**src/rtl/branch_predict_unit_if.sv**
```systemverilog
`default_nettype none
// ----------------------------------------------------------------------------
// branch_predict_unit_if : fetch-lookup and execute-resolve signal bundle.
// Rev 1.0
// ----------------------------------------------------------------------------
interface branch_predict_unit_if #(
    parameter int PC_W  = 9,
    parameter int CNT_W = 16
);
    logic [PC_W-1:0]  F_PC;
    logic             F_PredTaken;
    logic [31:0]      F_PredPC;
    logic             E_Valid;
    logic [PC_W-1:0]  E_PC;
    logic [31:0]      Imm;
    logic             Branch;
    logic             Jump;
    logic             Sel_jalr;
    logic [31:0]      AluResult;
    logic             E_PredTaken;
    logic [31:0]      E_PredPC;
    logic [31:0]      PC_Imm;
    logic [31:0]      PC_Four;
    logic [31:0]      BrPC;
    logic             PcSel;
    logic             Taken;
    logic [CNT_W-1:0] BrCount;
    logic [CNT_W-1:0] MissCount;

    // Pipeline side drives PCs and decode controls, consumes predictions/redirects.
    modport master (
        output F_PC, E_Valid, E_PC, Imm, Branch, Jump, Sel_jalr, AluResult,
               E_PredTaken, E_PredPC,
        input  F_PredTaken, F_PredPC, PC_Imm, PC_Four, BrPC, PcSel, Taken,
               BrCount, MissCount
    );

    modport slave (
        input  F_PC, E_Valid, E_PC, Imm, Branch, Jump, Sel_jalr, AluResult,
               E_PredTaken, E_PredPC,
        output F_PredTaken, F_PredPC, PC_Imm, PC_Four, BrPC, PcSel, Taken,
               BrCount, MissCount
    );
endinterface
`default_nettype wire

```
**src/rtl/branch_predict_unit.sv**
```systemverilog
`default_nettype none
// ----------------------------------------------------------------------------
// branch_predict_unit : direct-mapped BTB with 2-bit counters plus resolver.
// Rev 1.0
// ----------------------------------------------------------------------------
module branch_predict_unit #(
    parameter int PC_W  = 9,
    parameter int IDX_W = 4,
    parameter int CNT_W = 16
) (
    input  logic                 clk,
    input  logic                 reset,
    branch_predict_unit_if.slave bus
);
    localparam int TAG_W = PC_W - IDX_W - 2;
    localparam int DEPTH = 1 << IDX_W;

    logic [DEPTH-1:0] valid_q;
    logic [DEPTH-1:0] j_q;
    logic [TAG_W-1:0] tag_q [DEPTH];
    logic [PC_W-1:0]  tgt_q [DEPTH];
    logic [1:0]       ctr_q [DEPTH];
    logic [CNT_W-1:0] br_cnt_q, br_cnt_d;
    logic [CNT_W-1:0] miss_cnt_q, miss_cnt_d;

    logic [IDX_W-1:0] f_idx, e_idx;
    logic [TAG_W-1:0] f_tag, e_tag;
    logic             f_hit, f_taken, e_hit;
    logic [31:0]      pc_ext, pc_imm, pc_four, act_tgt;
    logic             is_cf, taken, mispredict;

    logic             wr_en_d;
    logic             wr_valid_d;
    logic             wr_j_d;
    logic [TAG_W-1:0] wr_tag_d;
    logic [PC_W-1:0]  wr_tgt_d;
    logic [1:0]       wr_ctr_d;

    always_comb begin
        f_idx   = bus.F_PC[IDX_W+1:2];
        f_tag   = bus.F_PC[PC_W-1:IDX_W+2];
        f_hit   = valid_q[f_idx] && (tag_q[f_idx] == f_tag);
        f_taken = !reset && f_hit && (j_q[f_idx] || ctr_q[f_idx][1]);
    end

    assign bus.F_PredTaken = f_taken;
    assign bus.F_PredPC    = f_taken ? 32'(tgt_q[f_idx]) : 32'(bus.F_PC) + 32'd4;

    always_comb begin
        pc_ext     = 32'(bus.E_PC);
        pc_imm     = pc_ext + bus.Imm;
        pc_four    = pc_ext + 32'd4;
        is_cf      = bus.Branch || bus.Jump;
        taken      = bus.E_Valid && (bus.Jump || (bus.Branch && bus.AluResult[0]));
        act_tgt    = bus.Sel_jalr ? bus.AluResult : pc_imm;
        e_idx      = bus.E_PC[IDX_W+1:2];
        e_tag      = bus.E_PC[PC_W-1:IDX_W+2];
        e_hit      = valid_q[e_idx] && (tag_q[e_idx] == e_tag);
        // A predicted-taken non-control-flow instruction means a tag alias fooled fetch.
        mispredict = bus.E_Valid &&
                     ((is_cf && ((taken != bus.E_PredTaken) ||
                                 (taken && (act_tgt != bus.E_PredPC)))) ||
                      (!is_cf && bus.E_PredTaken));
    end

    assign bus.PC_Imm    = pc_imm;
    assign bus.PC_Four   = pc_four;
    assign bus.BrPC      = taken ? act_tgt : pc_four;
    assign bus.Taken     = taken;
    assign bus.PcSel     = mispredict && !reset;
    assign bus.BrCount   = br_cnt_q;
    assign bus.MissCount = miss_cnt_q;

    always_comb begin
        wr_en_d    = 1'b0;
        wr_valid_d = valid_q[e_idx];
        wr_j_d     = j_q[e_idx];
        wr_tag_d   = tag_q[e_idx];
        wr_tgt_d   = tgt_q[e_idx];
        wr_ctr_d   = ctr_q[e_idx];
        br_cnt_d   = br_cnt_q;
        miss_cnt_d = miss_cnt_q;
        if (bus.E_Valid) begin
            if (is_cf) begin
                wr_en_d    = 1'b1;
                wr_valid_d = 1'b1;
                wr_j_d     = bus.Jump;
                wr_tag_d   = e_tag;
                if (e_hit) begin
                    if (taken && ctr_q[e_idx] != 2'b11) begin
                        wr_ctr_d = ctr_q[e_idx] + 2'd1;
                    end else if (!taken && ctr_q[e_idx] != 2'b00) begin
                        wr_ctr_d = ctr_q[e_idx] - 2'd1;
                    end
                    if (taken) begin
                        wr_tgt_d = act_tgt[PC_W-1:0];
                    end
                end else begin
                    wr_tgt_d = act_tgt[PC_W-1:0];
                    wr_ctr_d = taken ? 2'b10 : 2'b01;
                end
                if (br_cnt_q != {CNT_W{1'b1}}) begin
                    br_cnt_d = br_cnt_q + 1'b1;
                end
            end else if (bus.E_PredTaken && e_hit) begin
                wr_en_d    = 1'b1;
                wr_valid_d = 1'b0;
            end
            if (mispredict && miss_cnt_q != {CNT_W{1'b1}}) begin
                miss_cnt_d = miss_cnt_q + 1'b1;
            end
        end
    end

    always_ff @(posedge clk) begin
        if (reset) begin
            valid_q    <= '0;
            j_q        <= '0;
            br_cnt_q   <= '0;
            miss_cnt_q <= '0;
            for (int i = 0; i < DEPTH; i++) begin
                tag_q[i] <= '0;
                tgt_q[i] <= '0;
                ctr_q[i] <= 2'b01;
            end
        end else begin
            br_cnt_q   <= br_cnt_d;
            miss_cnt_q <= miss_cnt_d;
            if (wr_en_d) begin
                valid_q[e_idx] <= wr_valid_d;
                j_q[e_idx]     <= wr_j_d;
                tag_q[e_idx]   <= wr_tag_d;
                tgt_q[e_idx]   <= wr_tgt_d;
                ctr_q[e_idx]   <= wr_ctr_d;
            end
        end
    end
endmodule
`default_nettype wire
```
**src/flat_wrapper.sv**
```systemverilog
// flat-port wrapper written by rule: the top's interface ports become plain ports
module branch_predict_unit_flat 
#(
    parameter int PC_W  = 9,
    parameter int IDX_W = 4,
    parameter int CNT_W = 16
)
  (clk, reset, bus_F_PC, bus_E_Valid, bus_E_PC, bus_Imm, bus_Branch, bus_Jump, bus_Sel_jalr, bus_AluResult, bus_E_PredTaken, bus_E_PredPC, bus_F_PredTaken, bus_F_PredPC, bus_PC_Imm, bus_PC_Four, bus_BrPC, bus_PcSel, bus_Taken, bus_BrCount, bus_MissCount);
  branch_predict_unit_if #(.PC_W(PC_W), .CNT_W(CNT_W)) bus_i ();
  input  logic clk;
  input  logic reset;
  input wire logic [$bits(bus_i.F_PC)-1:0] bus_F_PC;
  input wire logic [$bits(bus_i.E_Valid)-1:0] bus_E_Valid;
  input wire logic [$bits(bus_i.E_PC)-1:0] bus_E_PC;
  input wire logic [$bits(bus_i.Imm)-1:0] bus_Imm;
  input wire logic [$bits(bus_i.Branch)-1:0] bus_Branch;
  input wire logic [$bits(bus_i.Jump)-1:0] bus_Jump;
  input wire logic [$bits(bus_i.Sel_jalr)-1:0] bus_Sel_jalr;
  input wire logic [$bits(bus_i.AluResult)-1:0] bus_AluResult;
  input wire logic [$bits(bus_i.E_PredTaken)-1:0] bus_E_PredTaken;
  input wire logic [$bits(bus_i.E_PredPC)-1:0] bus_E_PredPC;
  output wire logic [$bits(bus_i.F_PredTaken)-1:0] bus_F_PredTaken;
  output wire logic [$bits(bus_i.F_PredPC)-1:0] bus_F_PredPC;
  output wire logic [$bits(bus_i.PC_Imm)-1:0] bus_PC_Imm;
  output wire logic [$bits(bus_i.PC_Four)-1:0] bus_PC_Four;
  output wire logic [$bits(bus_i.BrPC)-1:0] bus_BrPC;
  output wire logic [$bits(bus_i.PcSel)-1:0] bus_PcSel;
  output wire logic [$bits(bus_i.Taken)-1:0] bus_Taken;
  output wire logic [$bits(bus_i.BrCount)-1:0] bus_BrCount;
  output wire logic [$bits(bus_i.MissCount)-1:0] bus_MissCount;
  assign bus_i.F_PC = bus_F_PC;
  assign bus_i.E_Valid = bus_E_Valid;
  assign bus_i.E_PC = bus_E_PC;
  assign bus_i.Imm = bus_Imm;
  assign bus_i.Branch = bus_Branch;
  assign bus_i.Jump = bus_Jump;
  assign bus_i.Sel_jalr = bus_Sel_jalr;
  assign bus_i.AluResult = bus_AluResult;
  assign bus_i.E_PredTaken = bus_E_PredTaken;
  assign bus_i.E_PredPC = bus_E_PredPC;
  assign bus_F_PredTaken = bus_i.F_PredTaken;
  assign bus_F_PredPC = bus_i.F_PredPC;
  assign bus_PC_Imm = bus_i.PC_Imm;
  assign bus_PC_Four = bus_i.PC_Four;
  assign bus_BrPC = bus_i.BrPC;
  assign bus_PcSel = bus_i.PcSel;
  assign bus_Taken = bus_i.Taken;
  assign bus_BrCount = bus_i.BrCount;
  assign bus_MissCount = bus_i.MissCount;
  branch_predict_unit #(.PC_W(PC_W), .IDX_W(IDX_W), .CNT_W(CNT_W)) u_core (.clk(clk), .reset(reset), .bus(bus_i));
endmodule
```
**config.mk**
```make
export PLATFORM = sky130hd
export DESIGN_NAME = branch_predict_unit_flat
export DESIGN_NICKNAME = d
export VERILOG_FILES = /design/src/rtl/branch_predict_unit_if.sv /design/src/rtl/branch_predict_unit.sv /design/src/flat_wrapper.sv
export SDC_FILE = /design/constraint.sdc
export NUM_CORES = 1
export LEC_CHECK = 0
export BUFFER_PORTS_ARGS = -buffer_cell sky130_fd_sc_hd__buf_2
export CORE_ASPECT_RATIO = 1.75
export CORE_UTILIZATION = 58
export DETAILED_ROUTE_END_ITERATION = 8
export HOLD_SLACK_MARGIN = 0.05
export PLACE_DENSITY = 0.82
export RECOVER_POWER = 50
export SLEW_MARGIN = 20
export SYNTH_ARGS = -nofsm -noshare
export SYNTH_HDL_FRONTEND = slang
export SYNTH_SLANG_ARGS = --single-unit
```
**constraint.sdc**
```tcl
create_clock -name clk -period 6 [get_ports clk]
set_clock_uncertainty 0.05 [all_clocks]
set_input_delay 1.2 -clock clk [delete_from_list [all_inputs] [get_ports clk]]
set_output_delay 1.2 -clock clk [all_outputs]
set_load 0.05 [all_outputs]
```
==> summary.txt, run 1 <==
Status
  – Status: completed

Timing
  – Worst slew margin: 9.05%
  – TNS Setup: 0 ns
  – Least-Margin Pin Slew: 1.36 ns
  – Min cycle time layout: 5.75 ns
  – Final Hold Viols: 0
  – Crit share post-route: 95.9%
  – FMAX: 174 MHz
  – Slew Limit Fails: 0
  – RSZ-0062 raised after global routing: false
  – Setup Viol. Count Final: 0

Worst setup path
  – Crit path launch type: input pin
  – Crit end category: output port
  – Worst endpoint data arrival time: 4.50 ns
  – CP max FO: 8
  – Critical Path RT: 4.75 ns
  – Kind of critical path: in2out

Power
  – Sequential power share: 44.8%
  – P_sw: 1540 µW
  – Leakage power: 0.00727 µW
  – Switching Fraction: 30.9%
  – Pwr Density: 255 nW/µm²
  – VDD IR max: 0.000324 V
  – Combinational share of power: 22.1%
  – Clock power share: 33.2%
  – Int Power: 3460 µW

GRT
  – Initial antenna violation count: 3
  – Largest net degree at the start of global routing: 62
  – Vias in the first global route: 14.5k
  – GRT Residual Overflow: 0
  – Overall Global Routing Usage: 38.1%
  – First-pass GRT wire length: 85.9 mm

Floorplanning
  – Die Wd: 133 µm
  – Die Ht: 231 µm
  – Starting Density: 59.0%
  – Core area: 29,400 µm²
  – IO Count: 284
  – Row cnt: 83
  – DIE AREA: 30,600 µm²

Detailed routing
  – Final WL: 57.4 mm
  – Drt first pass iters: 6
  – DRT iter0 DRCs: 1,504
  – Post-route ant nets: 0
  – Wire per inst: 25.1 µm
  – Residual DRC count: 0
  – Vias: 14.7k
  – Vias/cell: 6.41

Synthesis
  – Syn avg cell area: 10.4 µm²
  – Xor/xnor cell area share of the yosys netlist: 4.80%
  – Yosys reg bits: 288
  – Yosys warns: 0
  – Synth top area share: 38.8%
  – Synthesized instance count: 1,660
  – Synth Area in Compound Gates: 9.16%
  – Async S/R FF share, synth: 0%
  – Post-Syn Area: 17,300 µm²
  – Synth area leader: edfxtp_1
  – Unique cell type count in the Yosys netlist: 91
  – Post-synthesis mux area share: 14.5%
  – Most common flop cell mapped by yosys: edfxtp_1
  – Synth Area in Simple Gates: 18.2%
  – Adder-Cell Fraction of Synth Area: 1.41%
  – Ranking of synthesized cells by area: edfxtp_1 39%, mux4_2 13%, dfxtp_1 7.4%
  – Sequential share of the synthesized area: 46.2%
  – Post-synth EDFFs: 224
  – Largest family of logic cells by synthesized area: simple AND/OR/NAND/NOR gates

Finish
  – Nets@finish: 2,027
  – # fillers: 2,298
  – Share of layout cells above drive strength 1: 20.7%
  – Layout area overhead: 13.1%
  – Final core occ: 66.7%

Clock network
  – Number of setup buffers added after CTS: 0
  – Root buffer cell: clkbuf_16
  – CTS clk-pin slew, worst paths: 0.07 ns
  – H-tree depth: 1
  – Worst skew pair latency: 0.55 ns
  – Sinks on Clock Net: 288
  – Clock buffer depth: 3
  – TritonCTS buffer count: 25
  – CTS tree: done

Min path
  – Min-Delay Path Class: reg2reg

Placement
  – Dpl hpwl: 42.5 mm
  – Placer Congestion: 1.04
  – Port bufs: 239

Flow run
  – # Max-Cap Violations: 0
per-layer routing:
layer  track usage (%)  up-vias  wire, µm
met1              41.5     7085     18500
met3              6.65      271      4900
met5                 0        -         0
met4              28.5        0      5040
li1                  -     6387         -
met2              66.2      932     29000
power groups by stage:
| stage | combinational, µW | clock [µW] | sequential [µW] |
|---|---|---|---|
| 2_1_floorplan | 745 | 0 | 2270 |
| 3_3_place_gp | 1080 | 0 | 2270 |
| 3_5_place_dp | 1090 | 0 | 2280 |
| 4_1_cts | 1090 | 1660 | 2240 |
| 5_1_grt | 1150 | 1730 | 2240 |
| 6_report | 1100 | 1660 | 2240 |
placed cells by master (no fill, tap or decap), types with 26 or more instances in the layout:
cell / n
xor2_1: 39
buf_4: 41
clkbuf_16: 26
nor2_1: 332
a21oi_1: 61
conb_1: 44
edfxtp_1: 224
nand2_1: 156
clkbuf_1: 94
o21ai_0: 67
nand3_1: 49
dfxtp_1: 64
mux4_2: 97
buf_2: 170
xnor2_1: 50
inv_1: 54
stage by stage:
| step | hold slack [ns] | area [µm²] | power (µW) | instances | setup slack (ns) |
|---|---|---|---|---|---|
| after floorplan | 0.391 | 17500 | 3020 | 1703 | 0.0450 |
| after global placement | 0.409 | 19000 | 3350 | 2242 | 0.332 |
| after detailed placement | 0.411 | 19000 | 3370 | 2242 | 0.238 |
| after CTS | 0.422 | 19800 | 4990 | 2287 | 0.279 |
| after global routing | 0.452 | 19600 | 5120 | 2289 | 0.0405 |
| final | 0.444 | 19600 | 5000 | 2289 | 0.247 |
repair_timing:
action	CTS	global route
endpoints found under the setup margin	0	1
hold buffers	0	0
gates resized for setup	0	1
endpoints found under the hold margin	0	0
cells in the mapped netlist (all sizes together) (4+ instances only):
master	count
a211oi	8
a21boi	4
a21o	6
a21oi	62
a31oi	6
and2	11
and3	13
and4	7
buf	81
clkbuf	65
dfxtp	64
edfxtp	224
ha	18
inv	54
mux2	13
mux2i	15
mux4	97
nand2	157
nand2b	11
nand3	49
nand4	22
nor2	333
nor2b	14
nor3	23
nor3b	7
nor4	12
nor4b	5
o2111ai	5
o211ai	12
o21a	6
o21ai	74
o22a	12
o311ai	6
o31ai	6
or2	6
or3	8
or4	7
xnor2	54
xor2	41
final cells by class:
| class | count | area (µm²) | area share (%) |
|---|---|---|---|
| repair buffers | 303 | 1540 | 7.86 |
| multi-input cells | 1214 | 8540 | 43.6 |
| clock buffers | 32 | 683 | 3.49 |
| diodes | 2 | 5.00 | 0.0255 |
| clock inverters | 13 | 145 | 0.740 |
| well taps | 382 | 478 | 2.44 |
| inverters | 55 | 206 | 1.05 |
| flip-flops and latches | 288 | 8010 | 40.9 |
worst paths after layout:
path / startpoint / endpoint / slack [ns] / cells past startpoint
min: u_core.j_q[8] / u_core.j_q[8] / 0.44 / 2
max reg2reg: u_core.tag_q[15][2] / u_core.tgt_q[2][3] / 1.28 / 10
min reg2reg: u_core.j_q[8] / u_core.j_q[8] / 0.44 / 2
max: bus_E_PC[0] / bus_PcSel / 0.25 / 15
worst max-delay path, stage by stage:
cell,delay [ns]
buf_2,0.11
ha_1,0.17
inv_1,0.05
fa_1,0.40
nand2b_1,0.24
a211oi_4,0.23
buf_4,0.21
nor2_2,0.08
or4_4,0.56
a21o_1,0.18
nor4_1,0.22
nand3_1,0.16
nor4_4,0.37
nor3b_2,0.08
buf_2,0.25
cells by family (layout without fill, tap and decap cells):
| logic type | count (synthesis) | in the layout |
|---|---|---|
| xor gates and xnor gates | 95 | 95 |
| DFF | 288 | 288 |
| buffers and inverters | 201 | 403 |
| muxes | 125 | 125 |
| other | 1 | 46 |
| AOI/OAI and AO/OA | 239 | 239 |
| and+or+nand+nor | 692 | 692 |
| adders and majority gates | 19 | 19 |
sequential cells by signal, indices dropped and copies added, names as in the netlist:
signal / flops
u_core.bus.BrCount: 16
u_core.j_q: 16
u_core.tag_q: 48
u_core.ctr_q: 32
u_core.bus.MissCount: 16
u_core.valid_q: 16
u_core.tgt_q: 144
Note: power is estimated with default switching activity, not from simulation.
==> run 2, diff against run 1 <==
--- a/config.mk
+++ b/config.mk
@@ -7,10 +7,10 @@
 export LEC_CHECK = 0
 export BUFFER_PORTS_ARGS = -buffer_cell sky130_fd_sc_hd__buf_2
 export CORE_ASPECT_RATIO = 1.75
-export CORE_UTILIZATION = 58
+export CORE_UTILIZATION = 57
 export DETAILED_ROUTE_END_ITERATION = 8
 export HOLD_SLACK_MARGIN = 0.05
-export PLACE_DENSITY = 0.82
+export PLACE_DENSITY = 0.8
 export RECOVER_POWER = 50
 export SLEW_MARGIN = 20
 export SYNTH_ARGS = -nofsm -noshare
==> run 2 against run 1 <==
  * Setup slack lost 0.11 ns
  * Register-to-register slack gained 0.42 ns
  * Sequential cell count is the same
  * Count of clock-buffer cells in the layout grew 1
  * Sequential power is essentially flat
  * Sequential share of layout area shrank 0.54 points
  * Design area grew 1.3%
  * Total power grew 5.4%
  * Fmax shrank 1.9%
  * Final cell count grew 0.83%
  * First-iteration DRC count shrank 11%
  * Global-route usage shrank 0.32 points
  * Largest power group unchanged
==> summary.txt, run 2 (synthesis results as in run 1) <==
Power
  – P_sw: 1600 µW (+3.4%)
  – Leakage power: 0.00741 µW (+1.8%)
  – Int Power: 3680 µW (+6.4%)
  – Combinational share of power: 21.1% (-1.0 points)
  – Sequential power share: 42.4% (-2.4 points)
  – Clock power share: 36.5% (+3.3 points)
  – Switching Fraction: 30.3% (-0.59 points)
  – VDD IR max: 0.000332 V (+2.6%)
  – Pwr Density: 265 nW/µm² (+4.1%)

Floorplanning
  – DIE AREA: 31,100 µm² (+1.7%)
  – Die Ht: 233 µm (+0.87%)
  – Row cnt: 84 (+1.2%)
  – Die Wd: 134 µm (+0.86%)
  – IO Count: 284 (unchanged)
  – Core area: 30,000 µm² (+1.9%)
  – Starting Density: 57.9% (-1.1 points)

GRT
  – Largest net degree at the start of global routing: 57 (-8.1%)
  – Vias in the first global route: 14.5k (-0.0069%)
  – GRT Residual Overflow: 0 (unchanged)
  – Overall Global Routing Usage: 37.8% (-0.32 points)
  – Initial antenna violation count: 4 (+1)
  – First-pass GRT wire length: 86.4 mm (+0.50%)

Timing
  – Setup Viol. Count Final: 0 (unchanged)
  – Crit share post-route: 97.7% (+1.9 points)
  – Final worst slack: 0.136 ns (-0.112 ns)
  – Final Hold Viols: 0 (unchanged)
  – FMAX: 171 MHz (-1.9%)
  – Worst slew margin: 13.7% (+4.7 points)
  – RSZ-0062 raised after global routing: false
  – Slew Limit Fails: 0 (unchanged)
  – Least-Margin Pin Slew: 1.29 ns (-0.0703 ns)
  – TNS Setup: 0 ns (unchanged)
  – Min cycle time layout: 5.86 ns (+0.112 ns)

Clock network
  – Root buffer cell: clkbuf_16
  – H-tree depth: 1 (unchanged)
  – CTS tree: done
  – Clock buffer depth: 3 (unchanged)
  – Sinks on Clock Net: 288 (unchanged)
  – TritonCTS buffer count: 26 (+4.0%)
  – CTS clk-pin slew, worst paths: 0.07 ns (about the same)
  – Worst skew pair latency: 0.56 ns (about the same)
  – Hold Buf Count CTS: 0 (unchanged)

Finish
  – Register with the most flip-flops: u_core.tgt_q
  – Max reg flops: 144 (unchanged)
  – Nets@finish: 2,037 (+0.49%)
  – Final Non-Filler Cells: 2,308 (+0.83%)
  – Post-Layout Inst Area: 19,900 µm² (+1.3%)
  – Leading cell types in the layout, fill and taps excluded: 330 x nor2_1, 224 x edfxtp_1, 186 x buf_2, 156 x nand2_1, 97 x mux4_2
  – Multi-input logic area: 8570 µm² (+0.38%)
  – Layout area overhead: 14.6%
  – Sequential Area: 8010 µm² (unchanged)
  – Final core occ: 66.3% (-0.38 points)
  – Most common cell after layout, fill and taps aside: nor2_1
  – Largest registers: u_core.tgt_q x144, u_core.tag_q x48, u_core.ctr_q x32
  – # fillers: 2,358 (+2.6%)
  – Share of layout cells above drive strength 1: 22.3% (+1.6 points)

Min path
  – Worst Hold Launch: u_core.j_q[3]
  – Min-Delay Path Class: reg2reg
  – Worst hold endpoint: u_core.j_q[3]
  – WHS Path Cells: 2 (unchanged)

Detailed routing
  – Vias/cell: 6.40 (-0.24%)
  – Residual DRC count: 0 (unchanged)
  – Post-route ant nets: 0 (unchanged)
  – DRT iter0 DRCs: 1,338 (-11%)
  – Vias: 14.8k (+0.59%)
  – Final WL: 58.2 mm (+1.5%)
  – Drt first pass iters: 6 (unchanged)
  – Wire per inst: 25.2 µm (+0.62%)

Worst setup path
  – Kind of critical path: in2out
  – Max stage delay cell, worst path: or4_1
  – Critical path depth: 15 (unchanged)
  – Worst endpoint data arrival time: 4.61 ns (+0.11 ns)
  – Worst R2R Start: u_core.tag_q[15][1]
  – CP max stage delay: 0.58 ns (+0.02 ns)
  – RR Endpoint: u_core.tgt_q[15][8]
  – Worst-case reg-to-reg path depth: 8 (-2)
  – CP max FO: 8 (unchanged)
  – R2r setup slk: 1.70 ns (+0.42 ns)
  – Critical Path RT: 4.75 ns (about the same)
  – Crit path launch type: input pin
  – Delay-heaviest family, CP: simple AND/OR/NAND/NOR gates
  – CP Cell Sequence: buf_2, ha_1, inv_1, fa_1, nand2b_1, a211oi_4, buf_4, o21a_1, o311ai_1, xnor2_1, nand2_1, or4_1, nor4_4, nor3b_2, buf_2
  – Buf/Inv on CP: 4 (unchanged)
  – Crit end category: output port
  – Crit-path most repeated cell: buf_2

Flow run
  – # Max-Cap Violations: 0 (unchanged)

Placement
  – Dpl hpwl: 43.7 mm (+2.8%)
  – Port bufs: 239 (unchanged)
  – Post-placement setup slack: 0.199 ns (-0.0391 ns)
  – Cell Count Post-Placement: 2,256 (+0.62%)
  – Placer Congestion: 1.05 (+0.82%)
  – DP Area: 19,000 µm² (+0.30%)

Status
  – Status: completed
[run 2: how the worst max path moves through the flow]
stage | end | startpoint | slack (ns)
finish | bus_PcSel | bus_E_PC[0] | 0.14
global route | bus_PcSel | bus_E_PC[0] | 0.02
CTS | bus_PcSel | bus_E_PC[0] | 0.19
detailed placement | bus_PcSel | bus_E_PC[0] | 0.20
global placement | bus_PcSel | bus_E_PC[0] | 0.24
floorplan | bus_F_PredPC[9] | bus_F_PC[2] | 0.05
[run 2: cell type report]
class                   instances  area share [%]
diodes                          4          0.0504
clock buffers                  33            3.61
clock inverters                15            1.37
inverters                      55            1.04
multi-input cells            1214            43.1
flip-flops and latches        288            40.3
well taps                     387            2.44
repair buffers                312            8.04
[run 2: routing by layer]
metal	vias to the layer above	global-route usage [%]	wire, µm
li1	6413	-	-
met1	7111	40.2	18400
met2	970	65.5	29300
met3	267	6.23	5090
met4	0	30.8	5470
met5	-	0	0
[run 2: what timing repair did]
action / 4_1_cts / 5_1_grt
endpoints found under the setup margin: 0 / 1
gates resized for setup: 0 / 1
buffers inserted: 0 / 0
[run 2: power by group through the flow]
stage / sequential (µW) / clock (µW) / combinational, µW
after floorplan: 2270 / 0 / 745
after global placement: 2270 / 0 / 1090
after detailed placement: 2280 / 0 / 1100
after CTS: 2240 / 1920 / 1100
after global routing: 2240 / 1990 / 1160
final: 2240 / 1920 / 1110
[run 2: tightest hold or removal path, delay by kind of cell (launching register included)]
| kind | cells | cell delay (ns) |
|---|---|---|
| AO/OA/AOI/OAI | 1 | 0.06 |
| buffers and inverters | 1 | 0.05 |
| flip-flops | 1 | 0.33 |
[run 2: metrics by stage]
step | total power, µW | hold slack [ns]
after floorplan | 3020 | 0.391
after global placement | 3360 | 0.412
after detailed placement | 3380 | 0.417
after CTS | 5260 | 0.429
after global routing | 5390 | 0.443
final | 5270 | 0.436
==> run 3, diff against run 2 <==
--- a/config.mk
+++ b/config.mk
@@ -8,6 +8,7 @@
 export BUFFER_PORTS_ARGS = -buffer_cell sky130_fd_sc_hd__buf_2
 export CORE_ASPECT_RATIO = 1.75
 export CORE_UTILIZATION = 57
+export CTS_BUF_LIST = sky130_fd_sc_hd__clkbuf_8
 export DETAILED_ROUTE_END_ITERATION = 8
 export HOLD_SLACK_MARGIN = 0.05
 export PLACE_DENSITY = 0.8
==> constraint.sdc (replaced) <==
create_clock -name clk -period 6 [get_ports clk]
set_clock_uncertainty 0.05 [all_clocks]
set_input_delay 1.2 -clock clk [delete_from_list [all_inputs] [get_ports clk]]
set_output_delay 1.2 -clock clk [all_outputs]
set_load 0.01 [all_outputs]
==> run 3 against run 2 <==
  * Fmax up 0.86%
  * Sequential cell count unchanged
  * Hold slack better by 0.0015 ns
  * Setup slack better by 0.050 ns
  * Via count down 0.80%
  * Combinational power down 20%
  * Global-route usage down 0.25 points
==> summary.txt, run 3 (synthesis results as in run 1) <==
Flow run
  – # Max-Cap Violations: 0 (unchanged)

Worst setup path
  – Critical Path RT: 4.75 ns (about the same)
  – Kind of critical path: in2out
  – Crit path launch type: input pin
  – Worst endpoint data arrival time: 4.56 ns (-0.05 ns)
  – CP max FO: 12 (+4)
  – Crit end category: output port

Placement
  – Cell Count Post-Placement: 2,248 (-0.35%)
  – Port bufs: 239 (unchanged)
  – Placer Congestion: 1.05 (about the same)
  – Post-placement setup slack: 0.235 ns (+0.0364 ns)
  – Dpl hpwl: 44.0 mm (+0.72%)

Timing
  – Slew Limit Fails: 0 (unchanged)
  – Crit share post-route: 96.9% (-0.83 points)
  – Setup Viol. Count Final: 0 (unchanged)
  – Worst hold slack: 0.437 ns (+0.00152 ns)
  – Final Hold Viols: 0 (unchanged)
  – Final worst slack: 0.185 ns (+0.0499 ns)
  – Worst slew margin: 11.0% (-2.7 points)
  – RSZ-0062 raised after global routing: false
  – Least-Margin Pin Slew: 1.33 ns (+0.0407 ns)
  – TNS Setup: 0 ns (unchanged)
  – FMAX: 172 MHz (+0.86%)
  – Min cycle time layout: 5.81 ns (-0.0499 ns)

Floorplanning
  – Starting Density: 57.9% (unchanged)
  – Core area: 30,000 µm² (unchanged)
  – DIE AREA: 31,100 µm² (unchanged)
  – Die Ht: 233 µm (unchanged)
  – Die Wd: 134 µm (unchanged)
  – IO Count: 284 (unchanged)
  – Row cnt: 84 (unchanged)

Finish
  – Share of layout cells above drive strength 1: 21.6% (-0.78 points)
  – Largest registers: u_core.tgt_q x144, u_core.tag_q x48, u_core.ctr_q x32
  – Max reg flops: 144 (unchanged)
  – Leading cell types in the layout, fill and taps excluded: 330 x nor2_1, 224 x edfxtp_1, 179 x buf_2, 156 x nand2_1, 97 x mux4_2
  – Register with the most flip-flops: u_core.tgt_q
  – Most common cell after layout, fill and taps aside: nor2_1
  – Layout area overhead: 12.6%
  – Final Non-Filler Cells: 2,323 (+0.65%)
  – Final core occ: 65.2% (-1.1 points)
  – Nets@finish: 2,044 (+0.34%)

Clock network
  – Number of setup buffers added after CTS: 0 (unchanged)
  – Hold Buf Count CTS: 0 (unchanged)
  – H-tree depth: 2 (+1)
  – TritonCTS buffer count: 41 (+58%)
  – Sinks on Clock Net: 288 (unchanged)
  – Post-cts sizing count: 0 (unchanged)
  – Clock buffer depth: 3 (unchanged)
  – Worst skew pair latency: 0.58 ns (+0.02 ns)
  – CTS clk-pin slew, worst paths: 0.07 ns (about the same)
  – CTS tree: done
  – Root buffer cell: clkbuf_8

GRT
  – GRT Residual Overflow: 0 (unchanged)
  – Overall Global Routing Usage: 37.5% (-0.25 points)
  – Largest net degree at the start of global routing: 57 (unchanged)
  – Initial antenna violation count: 2 (-2)
  – First-pass GRT wire length: 85.3 mm (-1.2%)
  – Vias in the first global route: 14.1k (-2.3%)

Detailed routing
  – Residual DRC count: 0 (unchanged)
  – Wire per inst: 25.0 µm (-0.90%)
  – Final WL: 58.1 mm (-0.25%)
  – Vias: 14.6k (-0.80%)
  – DRT iter0 DRCs: 1,484 (+11%)
  – Drt first pass iters: 5 (-1)
  – Post-route ant nets: 0 (unchanged)
  – Vias/cell: 6.30 (-1.4%)

Power
  – Pwr Density: 239 nW/µm² (-10%)
  – Leakage power: 0.00729 µW (-1.6%)
  – VDD IR max: 0.000260 V (-22%)

Min path
  – Min-Delay Path Class: reg2reg

Status
  – Status: completed
[run 3: changes by cell type in the layout (fill, tap and decap cells not counted), moves of 5 or more]
cell,change
buf_2,-7
buf_4,-7
bufinv_16,-5
clkbuf_16,-26
clkbuf_8,+40
clkinv_1,+8
clkinv_2,+7
inv_1,+9
[run 3: path summary, 6_finish.rpt]
path / cells after the start / endpoint / start / slack [ns]
hold / removal: 2 / u_core.j_q[8] / u_core.j_q[8] / 0.44
setup reg to reg: 10 / u_core.tgt_q[14][4] / u_core.tag_q[15][2] / 1.87
setup / recovery: 12 / bus_PcSel / bus_E_PC[7] / 0.19
hold reg to reg: 2 / u_core.j_q[8] / u_core.j_q[8] / 0.44
[run 3: layout make-up]
type | count | area [µm²]
sequential | 288 | 8010
multi-input combinational | 1214 | 8510
clock buffer | 44 | 606
inverter | 55 | 206
tap | 387 | 484
fill | 2449 | 10400
timing repair buffer | 304 | 1520
clock inverter | 30 | 193
antenna | 1 | 2.50
[run 3: power by group]
group | leakage [µW] | internal [µW] | total (µW) | switching (µW)
Combinational | 0.00409 | 308 | 892 | 585
Clock | 0.000448 | 773 | 1530 | 761
Sequential | 0.00275 | 2210 | 2240 | 27.7
[run 3: critical path, cell delays in order]
cell	delay (ns)
buf_2	0.15
ha_1	0.56
nand4_2	0.24
a211oi_4	0.51
nor2_2	0.14
or4_4	0.55
a21o_1	0.17
nor4_1	0.27
nand3_1	0.17
nor4_4	0.34
nor3b_1	0.08
buf_2	0.18
[run 3: routing by layer]
metal | share of wire (%) | global-route usage (%) | vias up
met3 | 7.1 | 5.77 | 243
met5 | 0.024 | 0 | -
met2 | 52 | 66.4 | 882
met4 | 8.1 | 27.4 | 2
met1 | 33 | 40.3 | 7083
li1 | - | - | 6433
[run 3: through the flow]
step,power (µW),area (µm²)
2_1_floorplan,2810,17500
3_3_place_gp,3150,18900
3_5_place_dp,3160,18900
4_1_cts,4670,19700
5_1_grt,4790,19500
6_report,4660,19500
